[config.mk]
export PLATFORM = sky130hd
export DESIGN_NAME = usb_rx_crc16_ctrl
export DESIGN_NICKNAME = d
export VERILOG_FILES = /design/src/rtl/usb_rx_crc16_ctrl.sv
export SDC_FILE = /design/constraint.sdc
export NUM_CORES = 1
export LEC_CHECK = 0
export ABC_AREA = 1
export BUFFER_PORTS_ARGS = -buffer_cell sky130_fd_sc_hd__buf_2
export CAP_MARGIN = 10
export CORE_MARGIN = 1.5
export CORE_UTILIZATION = 35
export DETAILED_ROUTE_END_ITERATION = 8
export GPL_ROUTABILITY_DRIVEN = 0
export PLACE_DENSITY = 0.58
export REMOVE_ABC_BUFFERS = 1
export SLEW_MARGIN = 25
export SYNTH_ARGS = -nofsm -noshare
export SYNTH_HDL_FRONTEND = slang
export SYNTH_SLANG_ARGS = --single-unit
[constraint.sdc]
create_clock -name clk -period 1.6 [get_ports clk]
set_input_delay 0.32 -clock clk [delete_from_list [all_inputs] [get_ports clk]]
set_output_delay 0.32 -clock clk [all_outputs]
set_load 0.005 [all_outputs]
[src/rtl/usb_rx_crc16_ctrl.sv]
// USB receive-side CRC16 sequencer: PID check, CRC engine feed, CRC-byte stripping, per-packet verdict.
// Optional feature macro: USB_RX_CRC_STATS_EN adds saturating stat_good/stat_bad verdict counters.
module usb_rx_crc16_ctrl #(
  parameter int MAX_PAYLOAD = 1023,
  parameter int CNT_W       = 11
) (
  input  logic             clk,
  input  logic             n_rst,
  input  logic [7:0]       rx_byte,
  input  logic             rx_byte_valid,
  input  logic             rx_sop,
  input  logic             rx_eop,
  input  logic             crc_valid,
  output logic             crc_init,
  output logic             crc_en,
  output logic [7:0]       crc_data,
  output logic [7:0]       pld_byte,
  output logic             pld_valid,
  output logic [3:0]       pid_out,
  output logic             pkt_done,
  output logic             crc_ok,
  output logic             crc_err,
  output logic             len_err,
  output logic [CNT_W-1:0] pld_len
`ifdef USB_RX_CRC_STATS_EN
  ,
  output logic [15:0]      stat_good,
  output logic [15:0]      stat_bad
`endif
);

  typedef enum logic [2:0] {
    S_IDLE  = 3'd0,
    S_PID   = 3'd1,
    S_DATA  = 3'd2,
    S_WAIT  = 3'd3,
    S_CHECK = 3'd4
  } state_t;

  localparam logic [CNT_W-1:0] CNT_MAX = CNT_W'(MAX_PAYLOAD);
  localparam logic [CNT_W-1:0] CNT_SAT = CNT_W'(MAX_PAYLOAD + 1);
  localparam logic [CNT_W-1:0] CNT_ONE = CNT_W'(1);

  function automatic logic pid_chk(input logic [7:0] b);
    return (b[3:0] == ~b[7:4]);
  endfunction

  function automatic logic pid_is_data(input logic [7:0] b);
    logic hit;
    case (b)
      8'hC3, 8'h4B, 8'h87, 8'h0F: hit = 1'b1;
      default:                    hit = 1'b0;
    endcase
    return hit && pid_chk(b);
  endfunction

  state_t           state_q, state_d;
  logic [7:0]       hold0_q, hold0_d, hold1_q, hold1_d;
  logic [1:0]       fill_q, fill_d;
  logic [CNT_W-1:0] cnt_q, cnt_d;
  logic [3:0]       pid_q, pid_d;
  logic             crc_init_q, crc_init_d, crc_en_q, crc_en_d;
  logic [7:0]       crc_data_q, crc_data_d, pld_byte_q, pld_byte_d;
  logic             pld_valid_q, pld_valid_d, pkt_done_q, pkt_done_d;
  logic             crc_ok_q, crc_ok_d, crc_err_q, crc_err_d, len_err_q, len_err_d;
  logic [CNT_W-1:0] pld_len_q, pld_len_d;
  logic             len_err_s;

  // Next-state logic; rx_sop in any state restarts the packet ahead of everything else.
  always_comb begin
    state_d     = state_q;
    hold0_d     = hold0_q;
    hold1_d     = hold1_q;
    fill_d      = fill_q;
    cnt_d       = cnt_q;
    pid_d       = pid_q;
    crc_init_d  = 1'b0;
    crc_en_d    = 1'b0;
    crc_data_d  = crc_data_q;
    pld_byte_d  = pld_byte_q;
    pld_valid_d = 1'b0;
    pkt_done_d  = 1'b0;
    crc_ok_d    = 1'b0;
    crc_err_d   = 1'b0;
    len_err_d   = 1'b0;
    pld_len_d   = pld_len_q;
    len_err_s   = 1'b0;
    if (rx_sop) begin
      state_d    = S_PID;
      crc_init_d = 1'b1;
      fill_d     = 2'd0;
      cnt_d      = {CNT_W{1'b0}};
    end else begin
      case (state_q)
        S_IDLE: state_d = S_IDLE;
        S_PID: begin
          if (rx_byte_valid) begin
            if (pid_is_data(rx_byte)) begin
              state_d = S_DATA;
              pid_d   = rx_byte[3:0];
            end else begin
              state_d = S_IDLE;
            end
          end else begin
            state_d = S_PID;
          end
        end
        S_DATA: begin
          if (rx_byte_valid) begin
            crc_en_d   = 1'b1;
            crc_data_d = rx_byte;
            hold0_d    = rx_byte;
            hold1_d    = hold0_q;
            // Only a full pipe releases a byte: the last two held are the CRC.
            if (fill_q == 2'd2) begin
              pld_byte_d  = hold1_q;
              pld_valid_d = 1'b1;
              if (cnt_q != CNT_SAT) begin
                cnt_d = cnt_q + CNT_ONE;
              end else begin
                cnt_d = cnt_q;
              end
            end else begin
              fill_d = fill_q + 2'd1;
            end
          end else begin
            crc_en_d = 1'b0;
          end
          if (rx_eop) begin
            state_d = S_WAIT;
          end else begin
            state_d = S_DATA;
          end
        end
        S_WAIT: state_d = S_CHECK;
        S_CHECK: begin
          len_err_s  = (fill_q != 2'd2) || (cnt_q > CNT_MAX);
          pkt_done_d = 1'b1;
          len_err_d  = len_err_s;
          crc_ok_d   = crc_valid & ~len_err_s;
          crc_err_d  = ~crc_valid & ~len_err_s;
          pld_len_d  = cnt_q;
          state_d    = S_IDLE;
        end
        default: state_d = S_IDLE;
      endcase
    end
  end

  // State and registered outputs.
  always_ff @(posedge clk or negedge n_rst) begin
    if (!n_rst) begin
      state_q     <= S_IDLE;
      hold0_q     <= 8'h00;
      hold1_q     <= 8'h00;
      fill_q      <= 2'd0;
      cnt_q       <= {CNT_W{1'b0}};
      pid_q       <= 4'h0;
      crc_init_q  <= 1'b0;
      crc_en_q    <= 1'b0;
      crc_data_q  <= 8'h00;
      pld_byte_q  <= 8'h00;
      pld_valid_q <= 1'b0;
      pkt_done_q  <= 1'b0;
      crc_ok_q    <= 1'b0;
      crc_err_q   <= 1'b0;
      len_err_q   <= 1'b0;
      pld_len_q   <= {CNT_W{1'b0}};
    end else begin
      state_q     <= state_d;
      hold0_q     <= hold0_d;
      hold1_q     <= hold1_d;
      fill_q      <= fill_d;
      cnt_q       <= cnt_d;
      pid_q       <= pid_d;
      crc_init_q  <= crc_init_d;
      crc_en_q    <= crc_en_d;
      crc_data_q  <= crc_data_d;
      pld_byte_q  <= pld_byte_d;
      pld_valid_q <= pld_valid_d;
      pkt_done_q  <= pkt_done_d;
      crc_ok_q    <= crc_ok_d;
      crc_err_q   <= crc_err_d;
      len_err_q   <= len_err_d;
      pld_len_q   <= pld_len_d;
    end
  end

  assign crc_init  = crc_init_q;
  assign crc_en    = crc_en_q;
  assign crc_data  = crc_data_q;
  assign pld_byte  = pld_byte_q;
  assign pld_valid = pld_valid_q;
  assign pid_out   = pid_q;
  assign pkt_done  = pkt_done_q;
  assign crc_ok    = crc_ok_q;
  assign crc_err   = crc_err_q;
  assign len_err   = len_err_q;
  assign pld_len   = pld_len_q;

`ifdef USB_RX_CRC_STATS_EN
  logic [15:0] stat_good_q, stat_bad_q;

  // Verdict counters, saturating, updated the cycle after pkt_done.
  always_ff @(posedge clk or negedge n_rst) begin
    if (!n_rst) begin
      stat_good_q <= 16'h0000;
      stat_bad_q  <= 16'h0000;
    end else begin
      if (pkt_done_q && crc_ok_q && (stat_good_q != 16'hFFFF)) begin
        stat_good_q <= stat_good_q + 16'd1;
      end
      if (pkt_done_q && (crc_err_q || len_err_q) && (stat_bad_q != 16'hFFFF)) begin
        stat_bad_q <= stat_bad_q + 16'd1;
      end
    end
  end

  assign stat_good = stat_good_q;
  assign stat_bad  = stat_bad_q;
`endif

endmodule

==> impl_metrics.env <==
export IMPL_outcome="finished clean"
export IMPL_drc=0
export IMPL_nFillCells=785
export IMPL_cts_sinks=62
export IMPL_rsz0062_at_grt="no"
export IMPL_cpPeakStageDelay_ns=0.47
export IMPL_crit_type="reg2reg"
export IMPL_p_int_mw=2.50
export IMPL_dpl_cell_area_mm2=0.00316
export IMPL_p_per_area_mw_per_mm2=950
export IMPL_finalSetupViolCount=0
export IMPL_dr_total_vias=2191
export IMPL_ys_seq_elements=62
export IMPL_crit_slowest_cell="dfrtp_1"
export IMPL_crit_path_end_kind="register"
export IMPL_io_pins=52
export IMPL_cts_tree="done"
export IMPL_critical_path_cell_chain="inv_1 -> ha_1 -> nand3_1 -> nor2_1 -> nor2_2 -> nor2_2 -> buf_4 -> nand2_1 -> nand2_1"
export IMPL_grt_antenna_before_repair=0
export IMPL_p_leak_nw=1.83
export IMPL_fin_tns_setup_ns=0
export IMPL_die_w_um=91.8
export IMPL_synth_distinct_cells=21
export IMPL_ir_worst_vdd_v=0.000514
export IMPL_cp_startpoint="cnt_q[0]"
export IMPL_yosysSeqAreaShare_pct=56.2
export IMPL_yosys_most_used_dff="dfrtp_1"
export IMPL_ys_warn_count=0
export IMPL_finalCritPeriodShare_pct=92.2
export IMPL_clk_latency_ns=0.34
export IMPL_firstDrtPassIters=4
export IMPL_synth_avg_cell_area_um2=8.71
export IMPL_async_flop_share_pct=100
export IMPL_clkPwrFrac_pct=47.2
export IMPL_overflow=0
export IMPL_worstReg2RegStart="cnt_q[0]"
export IMPL_synth_edf_count=0
export IMPL_period_minus_slack_ns=1.47
export IMPL_grt_max_degree=63
export IMPL_via_per_inst=4.50
export IMPL_dp_hpwl_um=4000
export IMPL_fin_skew_ns=0.00679
export IMPL_routed_wirelength_um=5810
export IMPL_synth_top_area_share_pct=56.2
export IMPL_cp_start_kind="register"
export IMPL_yosysTopAreaCell="dfrtp_1"
export IMPL_cts_buffer_depth=2
export IMPL_swShare_pct=22.5
export IMPL_dr_first_iter_drc_count=135
export IMPL_critPathMaxFanout=11
export IMPL_drive_above_1_share_pct=25.5
export IMPL_setup_slack_ns=0.126
export IMPL_cp_arrival_ns=1.69
export IMPL_grt_pass1_wl_um=10200
export IMPL_place_ws_ns=0.135
export IMPL_dieArea_mm2=0.00844
export IMPL_tightest_slew_ns=0.386
export IMPL_min_from="crc_valid"
export IMPL_wire_per_inst_um=11.9
export IMPL_netlist_area_mm2=0.00276
export IMPL_io_buffers=51
export IMPL_required_ns=1.82
export IMPL_cts_setup_buffers=0
export IMPL_syn_instance_count=317
export IMPL_rows=32
export IMPL_power_frac_comb_pct=3.6
export IMPL_maxSlewHeadroom_pct=74.2
export IMPL_nets=397
export IMPL_cts_made_buffers=9
export IMPL_root_buffer="clkbuf_8"
export IMPL_hold_class="in2reg"
export IMPL_core_area_mm2=0.00769
export IMPL_ant_nets=0
export IMPL_seq_power_share_pct=49.2
export IMPL_antennaDiodeCount=0
export IMPL_grt_pass1_vias=2200
export IMPL_cts_htree_levels=3
export IMPL_die_h_um=91.8
export IMPL_hold_violations=0
export IMPL_p_sw_uw=724
export IMPL_finish_instance_area_mm2=0.00340
export IMPL_drv_slew=0
export IMPL_max_freq_ghz=0.678
export IMPL_clk_pin_slew_ns=0.07
export IMPL_synth_area_leaders="dfrtp_1, nand2_1, inv_1"
export IMPL_track_usage_pct=15.4
export IMPL_syn2layout_area_growth_pct=22.9
export IMPL_initial_core_util_pct=35.9
export IMPL_maxCapViolCount=0
==> registers in the layout, summed over array words and instances (netlist names) <==
| name | count |
|---|---|
| crc_ok | 1 |
| pld_byte | 8 |
| crc_data | 8 |
| fill_q | 2 |
| pld_valid | 1 |
| len_err | 1 |
| state_q | 3 |
| pld_len | 11 |
| crc_err | 1 |
| pkt_done | 1 |
| cnt_q | 11 |
| crc_init | 1 |
| hold1_q | 8 |
| crc_en | 1 |
| pid_out | 4 |
==> power groups by stage <==
stage	combinational, mW	sequential (mW)	clock (mW)
detailed placement	0.119	1.62	0
finish	0.117	1.59	1.52
global placement	0.118	1.62	0
global route	0.136	1.59	1.63
floorplan	0.0346	1.62	0
CTS	0.121	1.59	1.57
==> what timing repair did <==
action | in CTS | in global routing
hold endpoints to repair | 51 | 0
setup endpoints to repair | 0 | 6
hold buffers | 1 | 0
resized for setup | 0 | 1
==> cell families after synthesis <==
family | Yosys count | synth area share [%]
fa+ha+maj | 3 | 1.36
xor+xnor | 2 | 0.634
flops | 62 | 56.2
compound gates | 32 | 7.11
simple gates | 174 | 27.0
buf+inv | 44 | 7.74
==> placed cells by master, fill, tap and decap left out, drive strengths merged <==
cell / instances
a21oi: 3
buf: 61
bufinv: 2
clkbuf: 9
clkinv: 2
clkinvlp: 2
dfrtp: 62
dlygate4sd3: 1
ha: 3
inv: 35
nand2: 118
nand3: 18
nand3b: 2
nand4: 11
nor2: 23
nor3: 2
o211ai: 1
o21ai: 28
xor2: 2
==> routing by layer <==
layer	wire length, um	up-vias	GRT usage (%)
li1	-	1130	-
met1	2840	1016	20.1
met2	2650	38	23.9
met3	220	7	3.40
met4	97	0	7.69
met5	0	-	0
==> worst max-delay path, delay by kind of cell, from the launching register on <==
family	cells	cell delay (ns)
flip-flops	1	0.47
buffers and inverters	2	0.28
adder cells (fa/ha/maj)	1	0.21
AND/OR/NAND/NOR	6	0.40
==> Yosys cell counts, types with 3 or more instances <==
| master | instances |
|---|---|
| buf_2 | 3 |
| nand2_2 | 5 |
| o21ai_0 | 19 |
| ha_1 | 3 |
| nand3_1 | 18 |
| nand2_1 | 113 |
| buf_6 | 5 |
| dfrtp_1 | 62 |
| inv_2 | 3 |
| a21oi_1 | 3 |
| inv_1 | 31 |
| nand4_1 | 11 |
| nor2_1 | 19 |
| o21ai_2 | 9 |
==> worst paths after layout <==
check	endpoint	slack, ns	cells after the start
setup / recovery	cnt_q[8]	0.13	9
hold / removal	crc_err	0.15	2
setup reg to reg	cnt_q[8]	0.13	9
hold reg to reg	state_q[2]	0.46	1
max in group asynchronous	pld_len[3]	0.79	3
min in group asynchronous	pld_len[8]	0.51	3
==> metrics by stage <==
step	hold WS [ns]	util [%]	total power [mW]	cells
after floorplan	0.0244	-	1.65	307
after global placement	0.356	41.1	1.74	470
after detailed placement	0.360	41.1	1.74	470
after CTS	0.135	44.1	3.27	487
after global routing	0.153	44.2	3.35	487
final	0.148	44.2	3.23	487
==> cell type report <==
type,instances,area (um2),area share (%)
clock buffer,9,124,3.65
clock inverter,7,97.6,2.87
inverter,34,128,3.76
multi-input combinational,211,1000,29.5
sequential,62,1550,45.7
tap,102,128,3.76
timing repair buffer,62,365,10.8
(Power assumes the default switching activity.)
